==> src/rtl/face_ctrl_sched.sv <==
// face_ctrl_sched: frame-synchronous configuration scheduler for vga_face.
// Collects face/filter requests, auto-cycle timing and microphone activity
// and only ever updates face_select / filter_mode / mic_en on the clock edge
// that accepts the last beat of a frame, so each frame renders with a single
// consistent configuration.
module face_ctrl_sched #(
  parameter int NUM_FACES   = 3,
  parameter int NUM_FILTERS = 3,
  parameter int AUTO_FRAMES = 60,
  parameter int MIC_HANG    = 4
) (
  input  logic       clk,
  input  logic       reset,
  input  logic       req_face,
  input  logic       req_filter,
  input  logic       auto_en,
  input  logic       mic_active,
  input  logic       vid_eop,
  input  logic       vid_valid,
  input  logic       vid_ready,
  output logic [1:0] face_select,
  output logic [2:0] filter_mode,
  output logic       mic_en,
  output logic       frame_tick,
  output logic       synced
);

  localparam int FC_W   = $clog2(AUTO_FRAMES + 1);
  localparam int HANG_W = $clog2(MIC_HANG + 1);

  localparam logic [1:0]        FACE_LAST = 2'(NUM_FACES - 1);
  localparam logic [2:0]        FILT_LAST = 3'(NUM_FILTERS - 1);
  localparam logic [FC_W-1:0]   FC_LAST   = FC_W'(AUTO_FRAMES - 1);
  localparam logic [HANG_W-1:0] HANG_LOAD = HANG_W'(MIC_HANG);

  typedef enum logic [1:0] {
    SYNC = 2'd0,
    RUN  = 2'd1,
    PEND = 2'd2
  } state_t;

  state_t             state_reg,    state_next;
  logic [1:0]         face_reg,     face_next;
  logic [2:0]         filt_reg,     filt_next;
  logic               mic_en_reg,   mic_en_next;
  logic               tick_reg,     tick_next;
  logic               synced_reg,   synced_next;
  logic               pf_face_reg,  pf_face_next;
  logic               pf_filt_reg,  pf_filt_next;
  logic               mic_seen_reg, mic_seen_next;
  logic [FC_W-1:0]    fc_reg,       fc_next;
  logic [HANG_W-1:0]  hang_reg,     hang_next;

  // Frame boundary: the accepted end-of-packet beat.
  logic boundary;
  assign boundary = vid_eop & vid_valid & vid_ready;

  // A request arriving in the same cycle as the boundary counts for that boundary.
  logic face_req_any;
  logic filt_req_any;
  logic auto_due;
  assign face_req_any = pf_face_reg | req_face;
  assign filt_req_any = pf_filt_reg | req_filter;
  assign auto_due     = auto_en & (fc_reg == FC_LAST);

  // Wrapping increments that never visit codes outside the legal range.
  logic [1:0]        face_inc;
  logic [2:0]        filt_inc;
  logic [HANG_W-1:0] hang_dec;
  assign face_inc = (face_reg == FACE_LAST) ? 2'd0 : face_reg + 2'd1;
  assign filt_inc = (filt_reg == FILT_LAST) ? 3'd0 : filt_reg + 3'd1;
  assign hang_dec = (hang_reg != '0) ? hang_reg - HANG_W'(1) : hang_reg;

  // Next-state and output logic for the scheduler FSM.
  always_comb begin
    state_next    = state_reg;
    face_next     = face_reg;
    filt_next     = filt_reg;
    mic_en_next   = mic_en_reg;
    synced_next   = synced_reg;
    pf_face_next  = pf_face_reg;
    pf_filt_next  = pf_filt_reg;
    fc_next       = fc_reg;
    hang_next     = hang_reg;
    tick_next     = boundary;
    // Sticky mic activity for the current frame, consumed at every boundary.
    mic_seen_next = boundary ? 1'b0 : (mic_seen_reg | mic_active);

    // The auto counter is meaningless while auto-cycling is off.
    if (!auto_en) begin
      fc_next = '0;
    end

    case (state_reg)
      SYNC: begin
        // Requests are ignored until we know where frames start.
        pf_face_next = 1'b0;
        pf_filt_next = 1'b0;
        if (boundary) begin
          state_next  = RUN;
          synced_next = 1'b1;
        end
      end

      RUN, PEND: begin
        if (boundary) begin
          // Manual and auto advances at the same boundary merge into one step.
          if (face_req_any | auto_due) begin
            face_next = face_inc;
          end
          if (filt_req_any) begin
            filt_next = filt_inc;
          end
          if (auto_en) begin
            fc_next = (face_req_any | auto_due) ? '0 : fc_reg + FC_W'(1);
          end
          if (face_req_any) begin
            fc_next = '0;
          end
          // Mic hang: reload on activity, otherwise count boundaries down.
          if (mic_seen_reg | mic_active) begin
            mic_en_next = 1'b1;
            hang_next   = HANG_LOAD;
          end else begin
            hang_next   = hang_dec;
            mic_en_next = (hang_dec != '0);
          end
          pf_face_next = 1'b0;
          pf_filt_next = 1'b0;
          state_next   = RUN;
        end else begin
          // Coalesce any number of requests within the frame into one flag.
          pf_face_next = face_req_any;
          pf_filt_next = filt_req_any;
          if (face_req_any | filt_req_any) begin
            state_next = PEND;
          end
        end
      end

      default: begin
        state_next = SYNC;
      end
    endcase
  end

  // State and output registers with asynchronous reset.
  always_ff @(posedge clk or posedge reset) begin
    if (reset) begin
      state_reg    <= SYNC;
      face_reg     <= 2'd0;
      filt_reg     <= 3'd0;
      mic_en_reg   <= 1'b0;
      tick_reg     <= 1'b0;
      synced_reg   <= 1'b0;
      pf_face_reg  <= 1'b0;
      pf_filt_reg  <= 1'b0;
      mic_seen_reg <= 1'b0;
      fc_reg       <= '0;
      hang_reg     <= '0;
    end else begin
      state_reg    <= state_next;
      face_reg     <= face_next;
      filt_reg     <= filt_next;
      mic_en_reg   <= mic_en_next;
      tick_reg     <= tick_next;
      synced_reg   <= synced_next;
      pf_face_reg  <= pf_face_next;
      pf_filt_reg  <= pf_filt_next;
      mic_seen_reg <= mic_seen_next;
      fc_reg       <= fc_next;
      hang_reg     <= hang_next;
    end
  end

  assign face_select = face_reg;
  assign filter_mode = filt_reg;
  assign mic_en      = mic_en_reg;
  assign frame_tick  = tick_reg;
  assign synced      = synced_reg;

endmodule

==> config.mk <==
export PLATFORM = sky130hd
export DESIGN_NAME = face_ctrl_sched
export DESIGN_NICKNAME = d
export VERILOG_FILES = /design/src/rtl/face_ctrl_sched.sv
export SDC_FILE = /design/constraint.sdc
export NUM_CORES = 1
export LEC_CHECK = 0
export CAP_MARGIN = 20
export CORE_UTILIZATION = 25
export DETAILED_ROUTE_END_ITERATION = 12
export HOLD_SLACK_MARGIN = 0.06
export RECOVER_POWER = 100
export SYNTH_ARGS = -nofsm -noshare
export SYNTH_HDL_FRONTEND = slang
export SYNTH_SLANG_ARGS = --single-unit
==> constraint.sdc <==
create_clock -name clk -period 2.4 [get_ports clk]
set_input_delay 0.24 -clock clk [delete_from_list [all_inputs] [get_ports clk]]
set_output_delay 0.24 -clock clk [all_outputs]
set_load 0.01 [all_outputs]
* Word-level counts from Yosys, hierarchy flattened
Cells that the tools add are included.
** Word-level totals
- Logic and storage cells :: 60
- Output and inout bits :: 8
- Bits of input ports :: 9
- Register bits after elaboration :: 22
** Operators by class
- Add/sub/neg operators :: 4
- Reductions and logical operators :: 10
- Bitwise operators :: 8
- Equal/unequal tests :: 7
- Mux-type cells :: 20
** Operators with widths (count)
- 6-bit 2-to-1 mux :: 6
- 3-bit 2-to-1 mux :: 3
- 2-bit 2-to-1 mux :: 4
- 6-bit by 1-bit adder with 6-bit output (second input constant) :: 1
- 6-bit equality test (second input constant) :: 1
- 2-bit AND reduction :: 3
- 3-bit AND reduction :: 2
- 3-bit nonzero test :: 2
- 1-bit bitwise OR :: 5
- 2-bit equality test (second input constant) :: 2
- 1-bit 2-to-1 mux :: 4
- 1-bit case mux with 2 select lines :: 2
- 2-bit case mux with 2 select lines :: 1
- 3-bit by 1-bit adder with 3-bit output (second input constant) :: 1
- 1-bit AND :: 3
- 3-bit by 2-bit equality test with 1-bit output (second input constant) :: 1
- 3-bit inequality test (second input constant) :: 1
- 3-bit by 1-bit subtractor with 3-bit output (second input constant) :: 1
- 2-bit by 1-bit adder with 2-bit output (second input constant) :: 1
- 2-bit by 1-bit equality test with 1-bit output (second input constant) :: 1
- 2-bit logical NOT :: 1
- 2-bit inequality test (second input constant) :: 1
- 2-bit nonzero test :: 1
- 2-bit OR reduction :: 1

* Longest topological paths before layout
Gate-level depths: netlist (run 1).
- Depth after elaboration :: 8
- Mapped depth :: 7
- Depth with buffers taken out :: 6

* Worst setup path after synthesis (run 1)
No wires, ideal clock.
- Kind :: register to register
- Start point :: register state_reg[0]
- End point :: register fc_reg[4]
- Stages on the path, launching flop included :: 8
- Arrival time :: 1631 ps
- Clock period less this slack :: 1709 ps
- Library setup time :: 78 ps
- Path slack :: 691 ps
- Data required time :: 2322 ps
- Buffers on the path :: 1
- Cell sequence :: dfrtp_1 inv_1 ha_1 and4_1 buf_6 nand2_4 or4b_1 a21boi_1
** On the way
- Longest elaborated chain between the ends :: 3
- Elaborated cells on any way between the ends :: 4
- Classes of those cells :: 2 x eq/ne; 1 x mux; 1 x reduce/logical
** RTL lines
- start, declared :: RTL line 42 : state_t state_reg, state_next;
- start signal, assigned :: RTL line 162 : state_reg <= state_next;
- 2-bit by 1-bit equality test with 1-bit output / 2-bit equality test (equally long branches) :: RTL line 94 : case (state_reg)
- 2-bit OR reduction * :: RTL line 94
- 6-bit 2-to-1 mux * :: RTL line 94
- via fc_next[4] :: RTL line 51 : logic [FC_W-1:0] fc_reg, fc_next;
- end signal, assigned :: RTL line 171 : fc_reg <= fc_next;
- end, declared :: RTL line 51
The timed path passes the listed nets; every way through them passes the cells marked *.
A chain may end at the register's enable or synchronous reset.

* Worst setup path after layout (run 1)
Ends and elaborated chain as after synthesis.

==> results by group, run 1 <==
Die
  – Row cnt: 24
  – Starting Density: 26.5%
  – Boundary Pins: 17
  – Core area: 4410 um^2
  – Die width: 70.4 um
  – Die Y: between 70 and 80 um
  – Full die area: slightly below 5000 um^2

Clock network
  – CTS-repair resized insts: 0
  – H-tree levels: 1
  – CTS tree: done
  – Postcts setup bufs: 0
  – Root Driver: clkbuf_8
  – # hold bufs at CTS: 0
  – Sink Count: 22
  – Total CTS buffers: 3
  – Max Root-Sink Buffers: 2
  – Clock latency on the worst-skew pair: 270 ps
  – Clock-pin slew on the worst setup and hold paths: ~80 ps

Finish
  – Max reg flops: 6
  – Non-Filler Instances: around 190
  – Design Area, Final: roughly 1400 um^2
  – ANT cells: 0
  – Layout Nets: around 150
  – Share of post-route cells with drive strength above 1: under 10%
  – Fin util: around a third
  – Area grow syn2layout: 22.0%

Worst setup path
  – Worst R2R End: fc_reg[4]
  – R2r worst-path depth: 6
  – Worst Setup EP: fc_reg[4]
  – CP Launch Type: register
  – Slowest CP cell: or4b_1
  – Crit-path max cell delay: slightly below 500 ps
  – Crit Path Category: reg -> reg
  – Crit-path leading delay family: simple AND/OR/NAND/NOR gates
  – Critical path depth in cells: 6
  – Ordered list of cells on the worst path: inv_1 > ha_1 > and4_1 > nand2_4 > or4b_1 > a21boi_0
  – R2R Setup Slk: 330 ps
  – Worst Path Arrival: between 2000 and 2500 ps
  – Crit Path Max Fanout: 9
  – Start point of the critical path: state_reg[0]
  – Buf/Inv on CP: 1
  – Crit end category: register
  – Reg-to-Reg Start: state_reg[0]
  – CP required: roughly 2600 ps

Synth
  – Synth area leader: dfrtp_1
  – Mean post-synth cell area: 10.0 um^2
  – Most instantiated cells after synthesis: dfrtp_1, inv_1, nor2_1, a21oi_1
  – Post-synth cell types: ~40
  – Cell count after synthesis: roughly 120
  – Top-count cell post-synth: dfrtp_1
  – Synth area leaders: dfrtp_1, ha_1, inv_1
  – Register area share after synthesis: 47.1%
  – Post-synth top flop: dfrtp_1
  – Synth warn: 0
  – Number of synthesized flops with an enable pin: 0
  – Post-Syn Nets: 132
  – Async SR Flop Fraction: 100%
  – Synth top area share: ~47%
  – Synthesized cell area: 1170 um^2
  – #FFs+latches synth: 22

Routing
  – DRT antenna net count: 0
  – Vias post-DR: around 900
  – Iteration-0 DRC Markers: 43
  – Via/cell ratio: ~4.8
  – Detailed-route wire length per cell: roughly 13 um
  – DRT Pass-1 Iters: 5
  – Final WL: approximately 2.4 mm
  – DRC: 0

Power
  – Internal: around 810 uW
  – Combinational fraction of design power: between 30 and 40%
  – Total chip power: 1250 uW
  – Peak VDD IR: around 0.29 mV
  – Switching Share: between 30% and 40%
  – Power Density: approximately 900 nW/um^2
  – Power share of the clock group: between 10% and 20%
  – Switching pwr: approximately 440 uW
  – Sequential cell fraction of total power: between 40% and 50%
  – LEAKAGE: 0.000639 uW

Timing
  – Final Cycle Share: between 80 and 90%
  – Final min period: 2070 ps
  – Final setup fails: 0
  – Unrepaired setup endpoints after global routing: no
  – Fmax: between 400 and 500 MHz
  – Slew Limit Fails: 0
  – Slew margin rel.: 43.5%
  – Final setup skew: between 3 and 4 ps
  – Post-Route Setup TNS: 0 ps
  – Endpoints failing hold: 0
  – Worst Tran Pin Value: about 850 ps

GRT
  – Largest net degree at the start of global routing: 23
  – Total Routing Usage GR: ~11%
  – Initial antenna violation count: 0
  – Global-route wire length before repair: between 4 and 5 mm
  – Global route overflow: 0
  – Vias in the first global route: about 1000

Hold path
  – HP Class: reg -> reg

Placed design
  – Placer Congestion: 0.778
  – Placed cell count: about 180
  – I/O Buffers: 16
  – Detailed Place HPWL: 1.84 mm
  – Placed Area: around 1400 um^2

Flow run
  – Max-cap violations: 0

Status
  – Status: finished, final reports clean
## logic make-up after synthesis
group | share of synthesized area [%]
AND/OR/NAND/NOR | 21.9
AO/OA/AOI/OAI | 16.8
flip-flops | 47.1
buffers and inverters | 5.24
adder cells (fa/ha/maj) | 6.42
multiplexers | 1.82
XOR/XNOR | 0.749
## how the worst min path moves through the flow
stage               startpoint  slack, ps              to  cells after the start
floorplan                reset        230  face_select[0]                      1
global route            synced        480          synced                      1
CTS                     synced        470          synced                      1
finish                  synced        460          synced                      1
global placement        synced        440          synced                      1
detailed placement      synced        450          synced                      1
## metrics by stage
step | hold WS (ps) | setup WS [ps]
floorplan | 229 | 691
global placement | 441 | 533
detailed placement | 452 | 393
CTS | 470 | 366
global route | 480 | 231
finish | 457 | 329
## per-layer routing
metal | vias to the layer above | global-route usage, % | wire [um]
li1 | 453 | - | -
met1 | 426 | 13.9 | 1080
met2 | 11 | 18.0 | 1240
met3 | 5 | 1.44 | 37
met4 | 0 | 6.00 | 57
met5 | - | 0 | 0
## cell usage in the layout (no fill, tap or decap), types with 2 or more instances in the layout
master | Yosys | routed
nand3b_1 | 3 | 3
or3_1 | 2 | 2
ha_1 | 6 | 6
a21boi_0 | 2 | 3
dlygate4sd3_1 | 0 | 11
nor2_1 | 10 | 10
and3_1 | 2 | 2
clkbuf_8 | 0 | 3
a21oi_1 | 7 | 7
o21ai_0 | 6 | 6
nor4_1 | 2 | 2
inv_1 | 11 | 11
dfrtp_1 | 22 | 22
a22o_1 | 3 | 3
nor2b_1 | 3 | 3
nor3_1 | 2 | 2
nand3_1 | 4 | 4
clkdlybuf4s50_1 | 0 | 5
nand2_1 | 6 | 6
## layout make-up
| cell class | instances | area [um^2] |
|---|---|---|
| Inverter | 11 | 41.3 |
| Clock buffer | 3 | 41.3 |
| Timing Repair Buffer | 18 | 171 |
| Multi-Input combinational cell | 81 | 558 |
| Fill cell | 447 | 2990 |
| Tap cell | 52 | 65.1 |
| Sequential cell | 22 | 551 |
## power by group through the flow
stage	clock network, uW	registers (uW)	logic [uW]
2_1_floorplan	0	568	294
3_3_place_gp	0	553	472
3_5_place_dp	0	561	493
4_1_cts	241	553	497
5_1_grt	255	563	521
6_report	234	549	471
Note: power is estimated with default switching activity, not from simulation.
==> run 2: changes to the inputs <==
Settings changed: GPL_ROUTABILITY_DRIVEN set to 0.
==> results of run 2 <==
Final layout, timing and power as in run 1 (identical DEF).
